`config.mk`:
```
export PLATFORM = sky130hd
export DESIGN_NAME = vedic_mult_seq_ctrl
export DESIGN_NICKNAME = d
export VERILOG_FILES = /design/src/rtl/vedic_pkg.sv /design/src/rtl/vedicmultiplier_4bit.sv /design/src/rtl/vedic_mult_seq_ctrl.sv
export SDC_FILE = /design/constraint.sdc
export NUM_CORES = 1
export LEC_CHECK = 0
export ABC_CLOCK_PERIOD_IN_PS = 6100
export BUFFER_PORTS_ARGS = -buffer_cell sky130_fd_sc_hd__buf_4
export CAP_MARGIN = 5
export CORE_MARGIN = 2
export CORE_UTILIZATION = 55
export CTS_CLUSTER_SIZE = 30
export DETAILED_ROUTE_END_ITERATION = 8
export GPL_TIMING_DRIVEN = 0
export PLACE_DENSITY_LB_ADDON = 0.15
export SETUP_SLACK_MARGIN = 0.05
export SYNTH_ARGS = -nofsm -noshare
export SYNTH_HDL_FRONTEND = slang
export SYNTH_HIERARCHICAL = 1
export SYNTH_SLANG_ARGS = --single-unit
```
`constraint.sdc`:
```
create_clock -name clk -period 6.1 [get_ports clk]
set_input_delay 0 -clock clk [delete_from_list [all_inputs] [get_ports clk]]
set_output_delay 0 -clock clk [all_outputs]
set_load 0.01 [all_outputs]
```
`src/rtl/vedic_pkg.sv`:
```
// Shared types and constants for the sequential 8x8 vedic multiplier controller.
package vedic_pkg;

    localparam int unsigned OPW  = 8;
    localparam int unsigned PRW  = 16;
    localparam int unsigned NIBW = 4;

    // Left shift applied to each nibble partial product, indexed by step
    localparam int unsigned SH0 = 0;
    localparam int unsigned SH1 = 4;
    localparam int unsigned SH2 = 4;
    localparam int unsigned SH3 = 8;

    typedef enum logic [1:0] {
        IDLE = 2'd0,
        MUL  = 2'd1,
        DONE = 2'd2
    } state_t;

    typedef struct packed {
        logic [OPW-1:0] a;
        logic [OPW-1:0] b;
    } operand_t;

endpackage

```
`src/rtl/vedicmultiplier_4bit.sv`:
```
// Combinational 4x4 unsigned vedic multiplier built from four 2x2 vedic cells.
module vedicmultiplier_4bit #(
    parameter int unsigned DATA_WIDTH = 8
) (
    input  logic [DATA_WIDTH/2-1:0] a,
    input  logic [DATA_WIDTH/2-1:0] b,
    output logic [DATA_WIDTH-1:0]   c
);

    // Urdhva-tiryagbhyam 2x2 cell: vertical and crosswise partial bits
    function automatic logic [3:0] vm2(input logic [1:0] x, input logic [1:0] y);
        logic t1, t2, t3, k1;
        t1 = x[1] & y[0];
        t2 = x[0] & y[1];
        t3 = x[1] & y[1];
        k1 = t1 & t2;
        return {t3 & k1, t3 ^ k1, t1 ^ t2, x[0] & y[0]};
    endfunction

    logic [3:0] q0, q1, q2, q3;

    always_comb begin
        q0 = vm2(a[1:0], b[1:0]);
        q1 = vm2(a[3:2], b[1:0]);
        q2 = vm2(a[1:0], b[3:2]);
        q3 = vm2(a[3:2], b[3:2]);
        c  = DATA_WIDTH'(q0)
           + (DATA_WIDTH'(q1) << 2)
           + (DATA_WIDTH'(q2) << 2)
           + (DATA_WIDTH'(q3) << 4);
    end

endmodule

```
`src/rtl/vedic_mult_seq_ctrl.sv`:
```
// Sequential 8x8 multiplier: one shared 4x4 vedic core, four nibble steps, valid/ready on both sides.
module vedic_mult_seq_ctrl
    import vedic_pkg::*;
#(
    parameter int unsigned DATA_WIDTH = 16,
    parameter int unsigned SUB_WIDTH  = 8
) (
    input  logic                      clk,
    input  logic                      rst_n,
    input  logic                      in_valid,
    output logic                      in_ready,
    input  logic [DATA_WIDTH/2-1:0]   inData_A,
    input  logic [DATA_WIDTH/2-1:0]   inData_B,
    output logic                      out_valid,
    input  logic                      out_ready,
    output logic [DATA_WIDTH-1:0]     outData_C,
    output logic                      busy,
    output logic [7:0]                op_count
);

    state_t          state, state_nx;
    logic [1:0]      step, step_nx;
    logic [PRW-1:0]  acc, acc_nx;
    operand_t        ops, ops_nx;
    logic [7:0]      cnt_nx;
    logic            in_ready_nx, out_valid_nx, busy_nx;

    logic [NIBW-1:0] nib_a_c, nib_b_c;
    logic [OPW-1:0]  pp_c;
    logic [3:0]      sh_c;
    logic [PRW-1:0]  pp_sh_c;

    // step[0] picks the A nibble, step[1] the B nibble
    always_comb begin
        nib_a_c = step[0] ? ops.a[7:4] : ops.a[3:0];
        nib_b_c = step[1] ? ops.b[7:4] : ops.b[3:0];
        case (step)
            2'd0:    sh_c = 4'(SH0);
            2'd1:    sh_c = 4'(SH1);
            2'd2:    sh_c = 4'(SH2);
            default: sh_c = 4'(SH3);
        endcase
        pp_sh_c = PRW'(pp_c) << sh_c;
    end

    vedicmultiplier_4bit #(
        .DATA_WIDTH (SUB_WIDTH)
    ) u_vm4 (
        .a (nib_a_c),
        .b (nib_b_c),
        .c (pp_c)
    );

    // Next-state, datapath and registered-output decode
    always_comb begin
        state_nx     = state;
        step_nx      = step;
        acc_nx       = acc;
        ops_nx       = ops;
        cnt_nx       = op_count;
        case (state)
            IDLE: begin
                if (in_valid) begin
                    ops_nx   = '{a: inData_A, b: inData_B};
                    acc_nx   = '0;
                    step_nx  = 2'd0;
                    state_nx = MUL;
                end
            end
            MUL: begin
                acc_nx  = acc + pp_sh_c;
                step_nx = step + 2'd1;
                if (step == 2'd3) begin
                    state_nx = DONE;
                end
            end
            DONE: begin
                if (out_ready) begin
                    cnt_nx   = op_count + 8'd1;
                    state_nx = IDLE;
                end
            end
            default: state_nx = IDLE;
        endcase
        in_ready_nx  = (state_nx == IDLE);
        out_valid_nx = (state_nx == DONE);
        busy_nx      = (state_nx == MUL) || (state_nx == DONE);
    end

    always_ff @(posedge clk or negedge rst_n) begin
        if (!rst_n) begin
            state     <= IDLE;
            step      <= 2'd0;
            acc       <= '0;
            ops       <= '0;
            op_count  <= 8'd0;
            in_ready  <= 1'b1;
            out_valid <= 1'b0;
            busy      <= 1'b0;
        end else begin
            state     <= state_nx;
            step      <= step_nx;
            acc       <= acc_nx;
            ops       <= ops_nx;
            op_count  <= cnt_nx;
            in_ready  <= in_ready_nx;
            out_valid <= out_valid_nx;
            busy      <= busy_nx;
        end
    end

    assign outData_C = acc;

endmodule

```
==> run summary <==
================================================================================
Number of global-route vias before repair                                   2550
Die Y                                                                    80.5 um
Hold/Removal Path Class                                                in -> reg
Async set-reset flop share out of synthesis                                 1.00
Global-route total usage across every layer                                0.225
Last weighted congestion value of the routability-driven placer            0.873
Post-synthesis compound-gate area fraction                                 0.127
Time the final worst path needs with I/O delays and setup                5090 ps
Reg clk slew, reported paths                                               90 ps
Leading register cell type out of synthesis                              dfrtp_1
Cells along the critical path                                       mux2_2, and2_1, ha_1, ha_1, inv_1, fa_1, fa_1, nand2b_1, a21oi_2, xor2_1, mux2i_1, nor2_1, ha_1, clkbuf_1, a21oi_1, o21ai_0, o31ai_1, o311ai_2, xnor2_1, o21ai_1
I/O Buffers                                                                   46
Max-slew violation count                                                       0
Die Footprint                                                          6480 um^2
Outcome                                                                completed
Number of design rule violations left after detail routing                     0
Root buffer cell                                                        clkbuf_8
ANT nets after route                                                           0
Synth Area per Inst                                                    9.97 um^2
Number of fill cells in the layout                                           445
Top-Level Pins                                                                47
Largest net degree at the start of global routing                             48
Startpoint-to-endpoint class of the critical path                     reg -> reg
Share of synthesized area spent on multiplexers                           0.0998
Fraction of layout cells with a size suffix above 1                        0.228
Leading cell types in the layout, fill and taps excluded            dfrtp_1, buf_4, ha_1
Clock network latency to the later pin of the worst-skew pair             300 ps
Crit path capture type                                                 flip-flop
Post-synthesis net count                                                     380
Number of iterations in the first detailed-routing pass                        4
Violation count after the first detailed-routing iteration                   109
Final clock period utilization by the worst path                           0.834
Relative area change from synthesis to final layout                        21.4%
Worst Max-Slew Pin Slew                                                   782 ps
Simple-gate area share of the yosys netlist                                0.148
Buffers and inverters on the worst path                                        2
Reg area                                                               1180 um^2
Max stage delay cell, worst path                                            fa_1
Final Setup Violations                                                         0
Number of antenna cells inserted                                               0
Number of enable flip-flop cells after synthesis                               0
Endpoints failing hold                                                         0
Routed length per placed instance                                        14.1 um
Synthesis-stage register bit count                                            47
Final Routed Wirelength                                                  6550 um
Achievable frequency                                                     197 MHz
Antenna violations before repair                                               0
Crit path arrival time                                                   5270 ps
Peak fanout along the critical path                                            8
Number of buffers created by CTS                                               5
Count of unique library cells instantiated by Yosys                           44
Worst path most repeated cell                                               ha_1
Total Negative Setup Slacks                                                 0 ps
Half-perimeter wire length after detailed placement                      4900 um
CTS Sinks                                                                     47
Unrepaired setup endpoints after global routing                               no
Clk_skew                                                                 7.34 ps
Placeable core area                                                    5570 um^2
Xor and xnor area share after synthesis                                   0.0625
Element type at the critical path start                                flip-flop
Overflow left after global routing                                             0
Width of the chip                                                        80.5 um
Post-synthesis sequential area ratio                                       0.366
Clk buf depth                                                                  2
Largest family of logic cells by synthesized area                    adder cells
Vias per cell                                                               5.27
Summed instance area of the synthesized netlist                        3220 um^2
Max cap viols                                                                  0
Cell type group with the largest total delay on the critical path    adder cells
Initial standard-cell utilization of the core                              0.578
Combined area of the multi-input logic cells                           1920 um^2
Number of rows created at floorplan                                           27
Worst slew margin                                                          0.477
Net count reported at finish                                                 450
Adder-cell area share of the yosys netlist                                 0.158
Maximum single-stage delay on the critical path                           540 ps
Vias post-DR                                                                2458
Maximum level of the CTS H-tree                                                2
Critical path data required time                                         6280 ps
TritonCTS clock tree                                                        done
Number of synthesis warnings                                                   6
Post-synthesis cell count                                                    323
First-pass GRT wire length                                              11300 um
================================================================================
-- flip-flops by register name, indices dropped and copies added (netlist names) --
register   cells
ops           16
state          2
op_count       8
busy           1
step           2
outData_C     16
out_valid      1
in_ready       1
-- logic make-up after synthesis --
| group | after synthesis |
|---|---|
| buf+inv | 33 |
| simple gates | 93 |
| xor+xnor | 23 |
| mux | 29 |
| fa+ha+maj | 37 |
| compound gates | 61 |
| flops | 47 |
-- final cells by class --
cell class / count / area share
clock buffers: 6 / 0.0186
repair buffers: 63 / 0.132
inverters: 24 / 0.0230
clock inverters: 2 / 0.00320
plain buffers: 9 / 0.00928
flip-flops and latches: 47 / 0.301
well taps: 72 / 0.0230
multi-input cells: 243 / 0.490
-- per-layer routing --
layer | part of all wire | global-route usage
met1 | 0.44 | 0.266
met2 | 0.51 | 0.408
met3 | 0.030 | 0.0382
met4 | 0.019 | 0.0763
met5 | 0 | 0
-- path summary, 6_finish.rpt --
kind / from / end / slack (ps) / cells past startpoint
min reg2reg: op_count[7] / op_count[7] / 470 / 1
max: step[0] / outData_C[14] / 1010 / 20
min: out_ready / state[1] / 30 / 3
max reg2reg: step[0] / outData_C[14] / 1010 / 20
min in group asynchronous: rst_n / outData_C[5] / 240 / 2
max in group asynchronous: rst_n / op_count[2] / 5460 / 2
-- worst register-to-register path: cells and delay by family (launching register included) --
kind                       cells  cell delay (ps)
AOI/OAI and AO/OA              6             1070
adders and majority gates      5             1700
xor gates and xnor gates       2              390
and+or+nand+nor                3              470
buffers and inverters          2              260
muxes                          2              550
DFF                            1              520
-- Yosys cell counts, drive strengths merged, types with 2 or more instances --
cell type   n  area [um^2]
a211oi      2         15.0
a21o        5         37.5
a21oi      13         72.6
a22o        5         43.8
and2       19          120
buf         2         10.0
clkbuf      7         26.3
dfrtp      46         1150
fa          6          120
ha         31          388
inv        24         90.1
mux2       25          282
mux2i       4         40.0
nand2      30          113
nand2b      4         25.0
nand3       5         25.0
nand4       4         25.0
nor2       16         60.1
nor2b       8         50.1
o211ai      3         22.5
o21ai      23          119
o21bai      2         15.0
xnor2      16          140
xor2        7         61.3
-- per-stage QoR --
stage                     cell area, um^2  hold WS (ps)   util  instances  setup WS, ps
after floorplan                      3220          -296      -        323          1620
after global placement               3660          44.4  0.656        441          1140
after detailed placement             3660          43.5  0.656        441          1090
after CTS                            3910          6.41  0.702        466          1070
after global routing                 3910          34.0  0.702        466           707
final                                3910          27.3  0.702        466          1010
-- what timing repair did --
item,in CTS,in global routing
setup endpoints to repair,0,0
hold buffers,17,0
buffers inserted,0,0
resized for setup,0,0
endpoints found under the hold margin,62,0
Power is left out: the tool's default activity adds up to more than one toggle a clock period on the data nets, which glitch-free logic cannot reach.
